===== src/rtl/gf180mcu_fd_io__seg_pwrseq.sv =====
// Pad-ring segment power sequencer: qualifies supply-good, settles, then releases pad groups in order.
// Optional REQ-to-ACK watchdog enabled by defining GF180MCU_FD_IO__SEG_PWRSEQ_WDOG_EN.
module gf180mcu_fd_io__seg_pwrseq #(
  parameter int DEB_CYC    = 4,
  parameter int SETTLE_CYC = 64,
  parameter int NSEG       = 4,
  parameter int STEP_CYC   = 8,
  parameter int TMO_CYC    = 255,
  parameter int CW         = 8
) (
  input  logic            CLK,
  input  logic            RST,
  input  logic            PG,
  input  logic            REQ,
  output logic            ACK,
  output logic [NSEG-1:0] IE_EN,
  output logic [NSEG-1:0] OE_EN,
  output logic            FAULT,
  output logic [2:0]      STATE
);

  typedef enum logic [2:0] {
    S_OFF    = 3'd0,
    S_DEB    = 3'd1,
    S_SETTLE = 3'd2,
    S_RAMP   = 3'd3,
    S_ON     = 3'd4,
    S_DOWN   = 3'd5,
    S_FLT    = 3'd6
  } state_t;

  state_t          state_q, state_d;
  logic [CW-1:0]   cnt_q, cnt_d;
  logic [NSEG-1:0] en_q, en_d;
  logic            pg_s1, pg_s;
  logic            wd_trip;

  always_ff @(posedge CLK or posedge RST) begin
    if (RST) begin
      pg_s1 <= 1'b0;
      pg_s  <= 1'b0;
    end else begin
      pg_s1 <= PG;
      pg_s  <= pg_s1;
    end
  end

`ifdef GF180MCU_FD_IO__SEG_PWRSEQ_WDOG_EN
  logic [CW-1:0] wd_q, wd_d;

  always_comb begin
    wd_d    = wd_q;
    wd_trip = 1'b0;
    if (!REQ || state_q == S_ON) begin
      wd_d = '0;
    end else if (state_q != S_FLT) begin
      wd_trip = (wd_q == CW'(TMO_CYC - 1));
      if (wd_q != CW'(TMO_CYC))
        wd_d = wd_q + 1'b1;
    end
  end

  always_ff @(posedge CLK or posedge RST) begin
    if (RST) wd_q <= '0;
    else     wd_q <= wd_d;
  end
`else
  logic tmo_unused;
  assign tmo_unused = ^CW'(TMO_CYC);
  assign wd_trip    = 1'b0;
`endif

  always_comb begin
    state_d = state_q;
    cnt_d   = (cnt_q == '1) ? cnt_q : cnt_q + 1'b1;
    en_d    = en_q;
    unique case (state_q)
      S_OFF: begin
        cnt_d = '0;
        if (REQ && pg_s) state_d = S_DEB;
      end
      S_DEB: begin
        if (!pg_s || !REQ)                     state_d = S_OFF;
        else if (cnt_q == CW'(DEB_CYC - 1))    state_d = S_SETTLE;
      end
      S_SETTLE: begin
        if (!pg_s)      state_d = S_FLT;
        else if (!REQ)  state_d = S_OFF;
        else if (cnt_q == CW'(SETTLE_CYC - 1)) begin
          state_d = S_RAMP;
          en_d    = NSEG'(1);
        end
      end
      S_RAMP: begin
        if (!pg_s) state_d = S_FLT;
        else if (!REQ) begin
          state_d = S_DOWN;
          en_d    = en_q >> 1;
        end else if (cnt_q == CW'(STEP_CYC - 1)) begin
          // Step timer restarts within RAMP; the top group being set means the ramp is complete.
          if (en_q[NSEG-1]) state_d = S_ON;
          else begin
            en_d  = (en_q << 1) | NSEG'(1);
            cnt_d = '0;
          end
        end
      end
      S_ON: begin
        if (!pg_s) state_d = S_FLT;
        else if (!REQ) begin
          state_d = S_DOWN;
          en_d    = en_q >> 1;
        end
      end
      S_DOWN: begin
        if (!pg_s)             state_d = S_FLT;
        else if (en_q == '0)   state_d = S_OFF;
        else if (cnt_q == CW'(STEP_CYC - 1)) begin
          en_d  = en_q >> 1;
          cnt_d = '0;
        end
      end
      S_FLT: begin
        if (!REQ) state_d = S_OFF;
      end
      default: state_d = S_OFF;
    endcase
    if (wd_trip)            state_d = S_FLT;
    if (state_d != state_q) cnt_d   = '0;
    if (state_d == S_FLT)   en_d    = '0;
  end

  always_ff @(posedge CLK or posedge RST) begin
    if (RST) begin
      state_q <= S_OFF;
      cnt_q   <= '0;
      en_q    <= '0;
    end else begin
      state_q <= state_d;
      cnt_q   <= cnt_d;
      en_q    <= en_d;
    end
  end

  assign ACK   = (state_q == S_ON);
  assign FAULT = (state_q == S_FLT);
  assign STATE = state_q;
  assign IE_EN = en_q;
  assign OE_EN = en_q;

endmodule


===== config.mk =====
export PLATFORM = sky130hd
export DESIGN_NAME = gf180mcu_fd_io__seg_pwrseq
export DESIGN_NICKNAME = d
export VERILOG_FILES = /design/src/rtl/gf180mcu_fd_io__seg_pwrseq.sv
export SDC_FILE = /design/constraint.sdc
export NUM_CORES = 1
export LEC_CHECK = 0
export CORE_UTILIZATION = 49
export CTS_CLUSTER_DIAMETER = 80
export DETAILED_ROUTE_END_ITERATION = 6
export PLACE_DENSITY = 0.74
export SLEW_MARGIN = 25
export SYNTH_ARGS = -nofsm -noshare
export SYNTH_HDL_FRONTEND = slang
export SYNTH_SLANG_ARGS = --single-unit

===== constraint.sdc =====
create_clock -name CLK -period 2.41 [get_ports CLK]
set_input_delay 0.6025 -clock CLK [delete_from_list [all_inputs] [get_ports CLK]]
set_output_delay 0.6025 -clock CLK [all_outputs]
set_load 0.005 [all_outputs]

==> results by group <==
Status
  – Status: completed

Worst setup path
  – Slowest stage cell, crit path: or4b_1
  – Max incr delay on CP: 0.49 ns
  – Depth of the most critical reg-to-reg path: 8
  – Setup crit end kind: flip-flop
  – Critical Path Start Type: flip-flop
  – Worst Setup Path Type: flip-flop to flip-flop
  – Critical Path AT: 2.53 ns
  – CP Data Required Time: 2.61 ns
  – Worst r2r src: STATE[1]
  – Crit path cell chain: buf_4, nor2b_1, nand2_1, o22ai_2, o2111ai_1, or4b_1, buf_4, a311oi_2
  – Cell mode on critical path: buf_4
  – Reg2Reg Setup Slack: 0.07 ns
  – Worst Path Max Fanout: 18
  – Crit Reg-Reg Endpoint: cnt_q[5]

Global routing
  – GR Overflow Total: 0
  – GR Layer Usage met3: 0.02222
  – Largest net degree at the start of global routing: 22
  – Met2 Use GR: 0.4248
  – Met1 GRT Util: 0.3281
  – First-pass GRT wire length: 5.326 mm
  – Initial antenna violation count: 0
  – Gr busiest metal: met2
  – Total global-route track usage: 0.2532
  – Vias in the first global route: 1167

Timing
  – Final worst path period share: 0.9693
  – Peak Freq: 428.1 MHz
  – Setup Skew: 0.003757 ns
  – Setup TNS: 0 ns
  – Setup Viol. Count Final: 0
  – Worst slew margin: 0.5720
  – Min cycle time layout: 2.336 ns
  – Final hold vios: 0
  – Worst-Margin Slew: 0.6413 ns
  – Fin. max-slew vios: 0

Power and ir drop
  – Total power: 1.546 mW
  – P_leak: 0.6799 nW
  – VDD IR-drop max: 0.6476 mV
  – Pwr/cell area: 949.7 nW/um^2

Route
  – Routed via count: 1328
  – Vias per cell: 6.206
  – Pre-antenna DRT Iters: 4
  – First DRT Iteration DRCs: 66
  – Final wirelength: 3.348 mm
  – Final antenna-violating net count: 0
  – Wire per inst: 15.64 um
  – # DRC: 0

Yosys
  – Post-synthesis sequential area ratio: 0.3175
  – Syn Nets: 167
  – Synthesized flop and latch total: 17
  – Synth area leaders: dfrtp_1, nor2_1, a21oi_1
  – Ys async rst share: 1.000
  – Number of synthesized flops with an enable pin: 0
  – Warnings from Yosys: 0
  – Mapped Cells: 162
  – Post-synth top area cell: dfrtp_1
  – Post-synthesis area per instance: 8.272 um^2
  – Distinct cells, synth: 53
  – Synth Cell Area: 1340 um^2
  – Ys flop type: dfrtp_1
  – Top-area cell type share of the netlist area: 0.3175

Place
  – Port Buffer Count: 16
  – HPWL Detailed: 2.540 mm
  – Placer Congestion: 0.9142

CTS
  – Clock sinks: 17
  – CTS buffer count: 3
  – Max clock buf depth: 2
  – Latest clock arrival within the worst-skew pair: 0.29 ns
  – Clock-pin slew on the worst setup and hold paths: 0.09 ns
  – CTS Hold Bufs: 0
  – H-tree depth: 1
  – CTS tree: yes
  – Root Driver: clkbuf_4

Finish
  – Area Overhead vs Synth: 21.48%
  – Ant diodes: 0
  – Share of cells above drive strength 1: 0.2065
  – Layout net count: 190

Min path
  – Hold Path Depth: 0
  – Worst hold path class: flip-flop to flip-flop
  – WHS Endpoint: pg_s
  – Min-delay src: pg_s1

Floorplan
  – Initial Utilization: 0.5312
  – Core Area: 2522 um^2
  – Io pins: 17
  – Die Wd: 54.30 um
  – Num rows: 18
  – Die Height: 54.30 um
  – Die area: 2948 um^2

Run
  – Max-cap check violation count: 0
## Yosys cell counts (2+ instances only)
| master | instances |
|---|---|
| nand4_1 | 3 |
| a21oi_1 | 10 |
| clkbuf_1 | 3 |
| nand2_1 | 10 |
| o22ai_1 | 2 |
| o221ai_1 | 2 |
| nor2b_1 | 5 |
| dfrtp_1 | 17 |
| a211oi_1 | 2 |
| a31oi_1 | 6 |
| and3_1 | 3 |
| nand3_1 | 3 |
| and2_1 | 4 |
| o21a_1 | 2 |
| nand2b_1 | 5 |
| nor2_1 | 14 |
| nor3_1 | 10 |
| buf_4 | 5 |
| a311oi_1 | 3 |
| mux2i_1 | 2 |
| a311oi_2 | 2 |
| inv_1 | 7 |
| nor4_1 | 2 |
| o21ai_0 | 5 |
| buf_2 | 7 |
## worst max-delay path by stage
stage	from	endpoint	cells after the start
floorplan	STATE[1]	cnt_q[5]	8
global placement	REQ	cnt_q[6]	8
detailed placement	REQ	cnt_q[5]	9
global route	cnt_q[0]	cnt_q[6]	8
finish	STATE[1]	cnt_q[5]	8
CTS	cnt_q[0]	cnt_q[5]	8
## worst max-delay path: cells and delay by family (launching register included)
| family | cells | cell delay [ns] |
|---|---|---|
| AO/OA/AOI/OAI | 3 | 0.51 |
| buffers and inverters | 2 | 0.38 |
| flip-flops | 1 | 0.39 |
| AND/OR/NAND/NOR | 3 | 0.96 |
## state kept, by name, summed over array words and instances, names as in the netlist
name	flops
IE_EN	4
STATE	3
cnt_q	8
pg_s	1
pg_s1	1
## layer usage
layer | wire length (um) | part of all wire | vias to the layer above
met4 | 54 | 0.016 | 0
li1 | - | - | 640
met1 | 1441 | 0.43 | 620
met5 | 0 | 0 | -
met2 | 1647 | 0.49 | 62
met3 | 205 | 0.061 | 6
## what timing repair did
item,4_1_cts,5_1_grt
setup buffers,0,1
pin swaps,0,1
resized for setup,1,6
gates cloned,0,0
setup endpoints to repair,6,7
## cell usage in the layout, fill, tap and decap left out, types with 2 or more instances in the layout
cell	n
dfrtp_1	17
o22ai_2	2
nor4_1	2
nand2_1	10
and3_1	3
nand3_1	3
clkdlybuf4s50_1	15
nor3_2	2
o21a_1	2
o21ai_0	5
a31oi_1	6
clkbuf_4	3
inv_1	7
nor3_1	9
a311oi_2	2
nor2b_1	4
buf_4	19
nor2_1	14
a21oi_1	9
and2_1	4
nand2b_1	5
nand4_1	3
a311oi_1	3
a211oi_1	2
mux2i_1	2
o221ai_1	2
## report_power, final
part | internal, mW | total [mW] | switching [mW]
Combinational | 0.503 | 1.02 | 0.516
Clock | 0.0644 | 0.148 | 0.0838
Sequential | 0.341 | 0.379 | 0.0373
## cell families after synthesis
| family | after synthesis | synth area share |
|---|---|---|
| XOR/XNOR | 1 | 0.006537 |
| AO/OA/AOI/OAI | 46 | 0.2558 |
| adder cells (fa/ha/maj) | 1 | 0.009336 |
| AND/OR/NAND/NOR | 71 | 0.3016 |
| buffers and inverters | 24 | 0.09430 |
| multiplexers | 2 | 0.01494 |
| flip-flops | 17 | 0.3175 |
## cell type report
| type | count | area [um^2] |
|---|---|---|
| clock buffers | 4 | 26.28 |
| fillers | 224 | 894.6 |
| inverters | 7 | 26.28 |
| multi-input cells | 121 | 810.8 |
| flip-flops and latches | 17 | 425.4 |
| well taps | 30 | 37.54 |
| repair buffers | 35 | 301.5 |
## through the flow
| stage | hold WS [ns] | area, um^2 | utilization | setup slack, ns | instances |
|---|---|---|---|---|---|
| floorplan | 0.3312 | 1340 | - | 0.08928 | 162 |
| global placement | 0.3366 | 1573 | 0.6235 | -0.3128 | 209 |
| detailed placement | 0.3381 | 1573 | 0.6235 | -0.4060 | 209 |
| CTS | 0.3592 | 1598 | 0.6334 | 0.03262 | 213 |
| global route | 0.3758 | 1628 | 0.6453 | -0.004120 | 214 |
| finish | 0.3542 | 1628 | 0.6453 | 0.07400 | 214 |
Note: power is estimated with default switching activity, not from simulation.
